[src/rtl/instr_fetch_unit_if.sv]
// Instruction-memory bus: valid/ready request channel plus in-order, no-backpressure response.
// The fetch unit is the master; instruction memory is the slave.
interface instr_fetch_unit_if #(
    parameter int unsigned XLEN = 32
) ();

    logic            req_valid;
    logic            req_ready;
    logic [XLEN-1:0] req_addr;
    logic            rsp_valid;
    logic [XLEN-1:0] rsp_data;

    modport master (
        output req_valid,
        output req_addr,
        input  req_ready,
        input  rsp_valid,
        input  rsp_data
    );

    modport slave (
        input  req_valid,
        input  req_addr,
        output req_ready,
        output rsp_valid,
        output rsp_data
    );

endinterface

[src/rtl/instr_fetch_unit.sv]
// Instruction fetch unit: owns the PC, issues credit-limited word fetches, buffers responses in a
// small FIFO for decode and flushes on redirect. Optional macro IFU_ALIGN_CHECK_EN adds fault marking.
module instr_fetch_unit #(
    parameter int unsigned     XLEN       = 32,
    parameter logic [XLEN-1:0] RESET_PC   = '0,
    parameter int unsigned     FIFO_DEPTH = 4
) (
    input  logic                 clk_i,
    input  logic                 rst_n_i,
    instr_fetch_unit_if.master   imem,
    input  logic                 redirect_i,
    input  logic [XLEN-1:0]      redirect_pc_i,
    output logic                 instr_valid_o,
    input  logic                 instr_ready_i,
    output logic [XLEN-1:0]      instr_o,
    output logic [XLEN-1:0]      instr_pc_o,
    output logic [6:0]           instr_opcode_o,
    output logic                 instr_fault_o
);

    localparam int unsigned PtrW = (FIFO_DEPTH > 1) ? $clog2(FIFO_DEPTH) : 1;
    localparam int unsigned CntW = PtrW + 1;

    logic [XLEN-1:0] pc_q, pc_d;
    logic [XLEN-1:0] fifo_data_q [FIFO_DEPTH];
    logic [XLEN-1:0] fifo_pc_q   [FIFO_DEPTH];
    logic [XLEN-1:0] tag_q       [FIFO_DEPTH];

    logic [PtrW-1:0] rd_ptr_q, rd_ptr_d;
    logic [PtrW-1:0] wr_ptr_q, wr_ptr_d;
    logic [PtrW-1:0] tag_rd_q, tag_rd_d;
    logic [PtrW-1:0] tag_wr_q, tag_wr_d;
    logic [CntW-1:0] count_q, count_d;
    logic [CntW-1:0] outst_q, outst_d;
    logic [CntW-1:0] drop_q, drop_d;

    logic [XLEN-1:0] redirect_pc;
    logic            credit_ok;
    logic            req_fire;
    logic            rsp_take;
    logic            push;
    logic            pop;
    logic [XLEN-1:0] push_data;
    logic [XLEN-1:0] push_pc;

`ifdef IFU_ALIGN_CHECK_EN
    localparam logic [XLEN-1:0] NopInstr = XLEN'(32'h0000_0013);

    logic            fifo_fault_q [FIFO_DEPTH];
    logic            halt_q, halt_d;
    logic            fault_pend_q, fault_pend_d;
    logic [XLEN-1:0] fault_pc_q, fault_pc_d;
    logic            misaligned;
    logic            fault_push;
`else
    logic            unused_pc_lsb;
    assign unused_pc_lsb = ^redirect_pc_i[1:0];
`endif

    // Request side: credit is computed from registered counts only.
    always_comb begin
`ifdef IFU_ALIGN_CHECK_EN
        redirect_pc = redirect_pc_i;
        misaligned  = redirect_pc_i[1:0] != 2'b00;
`else
        redirect_pc = {redirect_pc_i[XLEN-1:2], 2'b00};
`endif
        credit_ok      = ({1'b0, outst_q} + {1'b0, count_q}) < (CntW + 1)'(FIFO_DEPTH);
        imem.req_valid = rst_n_i && !redirect_i && credit_ok;
`ifdef IFU_ALIGN_CHECK_EN
        imem.req_valid = imem.req_valid && !halt_q;
`endif
        imem.req_addr  = pc_q;
        req_fire       = imem.req_valid && imem.req_ready;
    end

    // Response and FIFO control.
    always_comb begin
        instr_valid_o = count_q != '0;
        pop           = instr_valid_o && instr_ready_i && !redirect_i;
        rsp_take      = rst_n_i && imem.rsp_valid && (drop_q == '0) && !redirect_i;
`ifdef IFU_ALIGN_CHECK_EN
        // The fault marker waits until every stale response has been discarded.
        fault_push = rst_n_i && fault_pend_q && (drop_q == '0) && !redirect_i && !rsp_take;
        push       = rsp_take || fault_push;
        push_data  = fault_push ? NopInstr : imem.rsp_data;
        push_pc    = fault_push ? fault_pc_q : tag_q[tag_rd_q];
`else
        push       = rsp_take;
        push_data  = imem.rsp_data;
        push_pc    = tag_q[tag_rd_q];
`endif
    end

    always_comb begin
        pc_d     = pc_q;
        rd_ptr_d = rd_ptr_q;
        wr_ptr_d = wr_ptr_q;
        tag_rd_d = tag_rd_q;
        tag_wr_d = tag_wr_q;
        count_d  = count_q;
        outst_d  = outst_q;
        drop_d   = drop_q;
`ifdef IFU_ALIGN_CHECK_EN
        halt_d       = halt_q;
        fault_pend_d = fault_pend_q;
        fault_pc_d   = fault_pc_q;
`endif
        if (redirect_i) begin
            // Everything in flight becomes stale; a response landing this cycle is one of them.
            pc_d     = redirect_pc;
            rd_ptr_d = wr_ptr_q;
            count_d  = '0;
            outst_d  = '0;
            drop_d   = drop_q + outst_q - CntW'(imem.rsp_valid);
            tag_rd_d = tag_wr_q;
`ifdef IFU_ALIGN_CHECK_EN
            halt_d       = misaligned;
            fault_pend_d = misaligned;
            fault_pc_d   = redirect_pc_i;
`endif
        end else begin
            if (req_fire) begin
                pc_d     = pc_q + XLEN'(4);
                tag_wr_d = tag_wr_q + 1'b1;
            end
            if (imem.rsp_valid && (drop_q != '0)) begin
                drop_d = drop_q - 1'b1;
            end
            if (rsp_take) begin
                tag_rd_d = tag_rd_q + 1'b1;
            end
            if (push) begin
                wr_ptr_d = wr_ptr_q + 1'b1;
            end
            if (pop) begin
                rd_ptr_d = rd_ptr_q + 1'b1;
            end
            outst_d = outst_q + CntW'(req_fire) - CntW'(rsp_take);
            count_d = count_q + CntW'(push) - CntW'(pop);
`ifdef IFU_ALIGN_CHECK_EN
            if (fault_push) begin
                fault_pend_d = 1'b0;
            end
`endif
        end
    end

    always_ff @(posedge clk_i) begin
        if (!rst_n_i) begin
            pc_q     <= RESET_PC;
            rd_ptr_q <= '0;
            wr_ptr_q <= '0;
            tag_rd_q <= '0;
            tag_wr_q <= '0;
            count_q  <= '0;
            outst_q  <= '0;
            drop_q   <= '0;
`ifdef IFU_ALIGN_CHECK_EN
            halt_q       <= 1'b0;
            fault_pend_q <= 1'b0;
            fault_pc_q   <= '0;
`endif
        end else begin
            pc_q     <= pc_d;
            rd_ptr_q <= rd_ptr_d;
            wr_ptr_q <= wr_ptr_d;
            tag_rd_q <= tag_rd_d;
            tag_wr_q <= tag_wr_d;
            count_q  <= count_d;
            outst_q  <= outst_d;
            drop_q   <= drop_d;
`ifdef IFU_ALIGN_CHECK_EN
            halt_q       <= halt_d;
            fault_pend_q <= fault_pend_d;
            fault_pc_q   <= fault_pc_d;
`endif
        end
    end

    // Storage arrays need no reset; occupancy is tracked by the counters above.
    always_ff @(posedge clk_i) begin
        if (push) begin
            fifo_data_q[wr_ptr_q] <= push_data;
            fifo_pc_q[wr_ptr_q]   <= push_pc;
`ifdef IFU_ALIGN_CHECK_EN
            fifo_fault_q[wr_ptr_q] <= fault_push;
`endif
        end
        if (req_fire) begin
            tag_q[tag_wr_q] <= pc_q;
        end
    end

    always_comb begin
        instr_o       = '0;
        instr_pc_o    = '0;
        instr_fault_o = 1'b0;
        if (instr_valid_o) begin
            instr_o    = fifo_data_q[rd_ptr_q];
            instr_pc_o = fifo_pc_q[rd_ptr_q];
`ifdef IFU_ALIGN_CHECK_EN
            instr_fault_o = fifo_fault_q[rd_ptr_q];
`endif
        end
        instr_opcode_o = instr_o[6:0];
    end

endmodule

[src/flat_wrapper.sv]
// flat-port wrapper written by rule: the top's interface ports become plain ports
module instr_fetch_unit_flat 
#(
    parameter int unsigned     XLEN       = 32,
    parameter logic [XLEN-1:0] RESET_PC   = '0,
    parameter int unsigned     FIFO_DEPTH = 4
)
  (clk_i, rst_n_i, redirect_i, redirect_pc_i, instr_valid_o, instr_ready_i, instr_o, instr_pc_o, instr_opcode_o, instr_fault_o, imem_req_valid, imem_req_addr, imem_req_ready, imem_rsp_valid, imem_rsp_data);
  instr_fetch_unit_if #(.XLEN(XLEN)) imem_i ();
  input  logic clk_i;
  input  logic rst_n_i;
  input  logic redirect_i;
  input  logic [XLEN-1:0] redirect_pc_i;
  output logic instr_valid_o;
  input  logic instr_ready_i;
  output logic [XLEN-1:0] instr_o;
  output logic [XLEN-1:0] instr_pc_o;
  output logic [6:0] instr_opcode_o;
  output logic instr_fault_o;
  output wire logic [$bits(imem_i.req_valid)-1:0] imem_req_valid;
  output wire logic [$bits(imem_i.req_addr)-1:0] imem_req_addr;
  input wire logic [$bits(imem_i.req_ready)-1:0] imem_req_ready;
  input wire logic [$bits(imem_i.rsp_valid)-1:0] imem_rsp_valid;
  input wire logic [$bits(imem_i.rsp_data)-1:0] imem_rsp_data;
  assign imem_req_valid = imem_i.req_valid;
  assign imem_req_addr = imem_i.req_addr;
  assign imem_i.req_ready = imem_req_ready;
  assign imem_i.rsp_valid = imem_rsp_valid;
  assign imem_i.rsp_data = imem_rsp_data;
  instr_fetch_unit #(.XLEN(XLEN), .RESET_PC(RESET_PC), .FIFO_DEPTH(FIFO_DEPTH)) u_core (.clk_i(clk_i), .rst_n_i(rst_n_i), .imem(imem_i), .redirect_i(redirect_i), .redirect_pc_i(redirect_pc_i), .instr_valid_o(instr_valid_o), .instr_ready_i(instr_ready_i), .instr_o(instr_o), .instr_pc_o(instr_pc_o), .instr_opcode_o(instr_opcode_o), .instr_fault_o(instr_fault_o));
endmodule
[config.mk]
export PLATFORM = sky130hd
export DESIGN_NAME = instr_fetch_unit_flat
export DESIGN_NICKNAME = d
export VERILOG_FILES = /design/src/rtl/instr_fetch_unit_if.sv /design/src/rtl/instr_fetch_unit.sv /design/src/flat_wrapper.sv
export SDC_FILE = /design/constraint.sdc
export NUM_CORES = 1
export LEC_CHECK = 0
export BUFFER_PORTS_ARGS = -buffer_cell sky130_fd_sc_hd__buf_2
export CAP_MARGIN = 15
export CORE_ASPECT_RATIO = 0.7
export CORE_MARGIN = 3
export CORE_UTILIZATION = 50
export DETAILED_ROUTE_END_ITERATION = 6
export GPL_TIMING_DRIVEN = 0
export PLACE_DENSITY = 0.72
export SYNTH_ARGS = -nofsm -noshare
export SYNTH_HDL_FRONTEND = slang
export SYNTH_SLANG_ARGS = --single-unit
[constraint.sdc]
create_clock -name clk_i -period 3.28 [get_ports clk_i]
set_input_delay 0.492 -clock clk_i [delete_from_list [all_inputs] [get_ports clk_i]]
set_output_delay 0.492 -clock clk_i [all_outputs]
set_load 0.005 [all_outputs]
After elaboration in Yosys (flattened, before gate mapping). Memories as Yosys holds them, arrays and structs flattened. A register that Yosys moved wholly into a read port is not among the register bits. Cells that the tools add are included.

Flip-flop bits (word level): 49. Memory bits (writable): 384. Input bits: 70. Output and inout port bits: 106. Word-level logic and storage cells: 68. Memories: 3.

Add/sub/neg operators: 13. $lt $le $gt $ge: 1. Mux-type cells: 20. Bitwise logic cells: 2. Reduce and logical (&&, ||, !) cells: 20.

Memories: u_core.fifo_data_q (depth 4, bits a word 32, read ports 1, clocked after memory_dff 1, wr ports 1, RTL line instr_fetch_unit.sv:25) `logic [XLEN-1:0] fifo_data_q [FIFO_DEPTH];`; u_core.fifo_pc_q (depth 4, bits a word 32, read ports 1, clocked after memory_dff 1, wr ports 1, RTL line instr_fetch_unit.sv:26) `logic [XLEN-1:0] fifo_pc_q [FIFO_DEPTH];`; u_core.tag_q (depth 4, bits a word 32, read ports 1, clocked after memory_dff 1, wr ports 1, RTL line instr_fetch_unit.sv:27) `logic [XLEN-1:0] tag_q [FIFO_DEPTH];`.

Operators with widths (count): two-way mux 32 bit (4); adder 32 x 3 -> 32 bit, second input constant (1); two-way mux 2 bit (10); logical AND 1 bit (9); subtractor 3 x 1 -> 3 bit (3); adder 2 x 1 -> 2 bit, second input constant (4); nonzero test 2 bit (4); adder 3 x 1 -> 3 bit (2); two-way mux 3 bit (2); nonzero test 3 bit (2); adder 3 x 3 -> 4 bit (1); < comparator 4 x 3 -> 1 bit, second input constant (1); two-way mux 1 bit (4); AND reduction 2 bit (2); adder 3 bit (1); zero test 3 bit (1); subtractor 3 x 1 -> 3 bit, second input constant (1); NOT 1 bit (2); OR reduction 2 bit (1); zero test 1 bit (1).

Depth between registers and ports, before layout.
Depth in word-level cells: 7. Depth in mapped cells: 13. Gate-level depth less buffers: 13.

Least setup slack after synthesis. No wires, ideal clock.

Path type: reg2reg. Start point: register u_core.drop_q[0]. End point: memory u_core.fifo_data_q[2][0], enable pin. Library setup time: 0.426 ns. Arrival: 2.704 ns. Data required time: 2.854 ns. Path slack: 0.149 ns. Stages on the path, launching flop included: 7. Clock period less this slack: 3.131 ns. Cells stage by stage: dfxtp_1 > inv_1 > ha_1 > nor2b_1 > nand3_1 > nor2_1 > and2_1.

Word-level cells in the longest chain between the ends: 5.

Ends and longest elaborated chain: start: declaration (RTL line instr_fetch_unit.sv:35) `logic [CntW-1:0] drop_q, drop_d;`; start signal: assignment (RTL line instr_fetch_unit.sv:172) `drop_q <= drop_d;`; zero test 3 bit (RTL line instr_fetch_unit.sv:81) `rsp_take = rst_n_i && imem.rsp_valid && (drop_q == '0) && !redirect_i;`; logical AND 1 bit (2 in series) (RTL line instr_fetch_unit.sv:81); two-way mux 1 bit (RTL line instr_fetch_unit.sv:183) `if (push) begin`; two-way mux 1 bit (implied by the code) (RTL line instr_fetch_unit.sv:184) `fifo_data_q[wr_ptr_q] <= push_data;`; end: declaration (RTL line instr_fetch_unit.sv:25).

Every way passes these cells.

==> results.ini <==
[worst_setup_path]
worst_setup_path_end_kind = output port
path_max_fanout = 10
crit_arrival_ps = 2600
worstPathRequired_ps = 2790
slowest_delay_ps = 770
startpoint_type = flop
crit_type = flop to output port
cp_slowest_cell = dfxtp_1
path_buf_inv = 2
cp_cell_sequence = clkbuf_1, mux4_2, and2_1, buf_2
critPathTopFamily = flip-flops

[floorplanning]
coreArea_um2 = 32600
dieWidth_um = 224
io_pins = 176
die_h_um = 159
row_count = 55
die-area_um2 = 35700
start_util_pct = 51.2

[cts]
post_cts_buffers = 0
clk_latency_ps = 550
h-tree-depth = 2
clockBufferDepth = 3
cts_tree = built
cts.sinks = 419
clk_pin_slew_worst_paths_ps = 60
root_buffer = clkbuf_16
numCtsBuffers = 40

[sta]
fin_hold_ws_ps = 145
fmax_mhz = 323
hold_viol_final = 0
finalSetupViolCount = 0
finalCritPeriodShare_pct = 94.3
period_needed_ps = 3090
report.final.slew_viol_count = 0
finClkSkew_ps = 27.0
rsz0062_at_grt = no
relSlewSlack_pct = 39.0
tightest_slew_ps = 916

[synth]
ys.flop_type = edfxtp_1
synth-warning-count = 0
synth-compound-area-share_pct = 2.67
syn_inst = 916
async_flop_share_pct = 0
ys_ff_latch = 419
synthAdderAreaFrac_pct = 1.86
synthMuxAreaShare_pct = 12.9
synth_simple_gate_area_share_pct = 7.20
synth_top_family_by_area = multiplexers
yosysUniqueCellTypes = 58
synth-edff-count = 368
synth.avg_cell_area_um2 = 18.2
synthesis.area_um2 = 16700
synth_xor_area_share_pct = 0.892
synth-seq-area-share_pct = 72.3

[place]
dp_hpwl_mm = 24.0
portBuffers = 168
placedCellCount = 1519
placed_cell_area_um2 = 18200
place.gp.congestion = 0.823

[drt]
drt-wirelength-per-cell_um = 22.6
drt-total-wl_mm = 35.9
first_pass_iters = 7
ant_nets = 0
vias = 9106
drc_errors = 0
drtIter0Drc = 805
viasPerCell = 5.73

[grt]
grt_pass1_wl_mm = 55.7
antenna_found_initial = 4
grt_overflow_total = 0
grt_use_total_pct = 20.6
grt_pass1_vias = 9222
grt_max_degree = 52

[final_layout]
stdcell_area_um2 = 19400
mostFrequentLayoutCells = edfxtp_1 (368), buf_2 (180), mux4_2 (92)
drive_above_1_share_pct = 32.6
multi_input_comb_area_um2 = 4300
instances_no_fill = 1590
final_common_cell = edfxtp_1
fillers = 2489
syn2layout_area_growth_pct = 16.3
register_area_um2 = 12100
antenna_cells = 0
layout.nets = 1225
utilization_pct = 59.6

[power]
leakage_uw = 0.00681
p_per_area_nw_per_um2 = 574
ir_worst_vdd_mv = 0.373

[run_status]
outcome = finished, final reports clean

[run]
max-cap-violations = 0

[min_path]
hold_path.class = primary input to flop

[per-layer routing]
layer | global-route usage (%) | up-vias | share of wire, %
met1 | 30.7 | 4694 | 45
met3 | 3.84 | 49 | 6.5
met5 | 0 | - | 0
li1 | - | 4030 | -
met2 | 32.0 | 333 | 47
met4 | 4.68 | 0 | 1.6
[worst min-delay path: cells and delay by family]
kind / cells / cell delay (ps)
buf+inv: 1 / 80
simple gates: 2 / 90
[state kept, by name, indices dropped and copies added, names as in the netlist, 3 cells and up, named ones only]
register / cells
u_core.fifo_pc_q: 120
u_core.imem.req_addr: 30
u_core.fifo_data_q: 128
u_core.drop_q: 3
u_core.count_q: 3
u_core.outst_q: 3
u_core.tag_q: 120
[logic make-up after synthesis]
family                   after synthesis
XOR/XNOR                              17
adder cells (fa/ha/maj)               23
multiplexers                         100
flip-flops                           419
other                                  1
AO/OA/AOI/OAI                         67
buffers and inverters                 78
AND/OR/NAND/NOR                      211
[synthesized netlist by cell type, drive strengths merged, types with 8 or more instances]
library cell,instances,share of area [%]
o21ai,8,0.24
dfxtp,51,6.1
a21oi,22,0.66
inv,24,0.54
nor2,31,0.70
and2,75,2.8
and3,11,0.43
nand2,35,0.79
nand4,11,0.50
mux4,92,12
ha,20,1.5
clkbuf,26,0.58
buf,28,1.0
nand3,18,0.60
xnor2,13,0.68
edfxtp,368,66
[power breakdown]
group,total (uW),switching (uW),internal (uW)
Combinational,751,404,347
Clock,4360,1930,2430
Sequential,6040,104,5940
[timing repair]
item | in CTS | in global routing
gates resized for setup | 2 | 5
cloned | 0 | 0
setup endpoints to repair | 67 | 12
hold buffers | 0 | 0
pin swaps | 0 | 0
[final timing paths]
path                                                       from                                    end  slack [ps]  cells past startpoint
worst min-delay path                          redirect_pc_i[27]  u_core.imem.req_addr[27]$_SDFFE_PN0P_         140                      3
worst max register to register     u_core.outst_q[2]$_SDFF_PP0_          u_core.tag_q[0][23]$_DFFE_PP_         280                      7
worst min register to register  u_core.tag_wr_q[1]$_SDFFE_PN0P_        u_core.tag_wr_q[1]$_SDFFE_PN0P_         510                      2
worst max-delay path                                       flop                            instr_o[21]         190                      4
[area by class of cell]
| class | count | share of cell area (%) |
|---|---|---|
| Tap cell | 427 | 2.75 |
| Buffer | 52 | 1.36 |
| Inverter | 24 | 0.464 |
| Sequential cell | 419 | 62.2 |
| Timing Repair Buffer | 172 | 4.78 |
| Clock buffer | 50 | 5.35 |
| Clock inverter | 23 | 0.998 |
| Multi-Input combinational cell | 423 | 22.2 |
[through the flow]
| step | setup slack [ps] | TNS, ps | power, uW |
|---|---|---|---|
| after CTS | 45.3 | 0 | 11200 |
| after global placement | -1380 | -362360 | 6890 |
| final | 186 | 0 | 11100 |
| after global routing | 4.84 | 0 | 11600 |
| after detailed placement | 266 | 0 | 6920 |
| after floorplan | 149 | 0 | 6600 |
No activity file was read; power rests on OpenSTA's default activity.
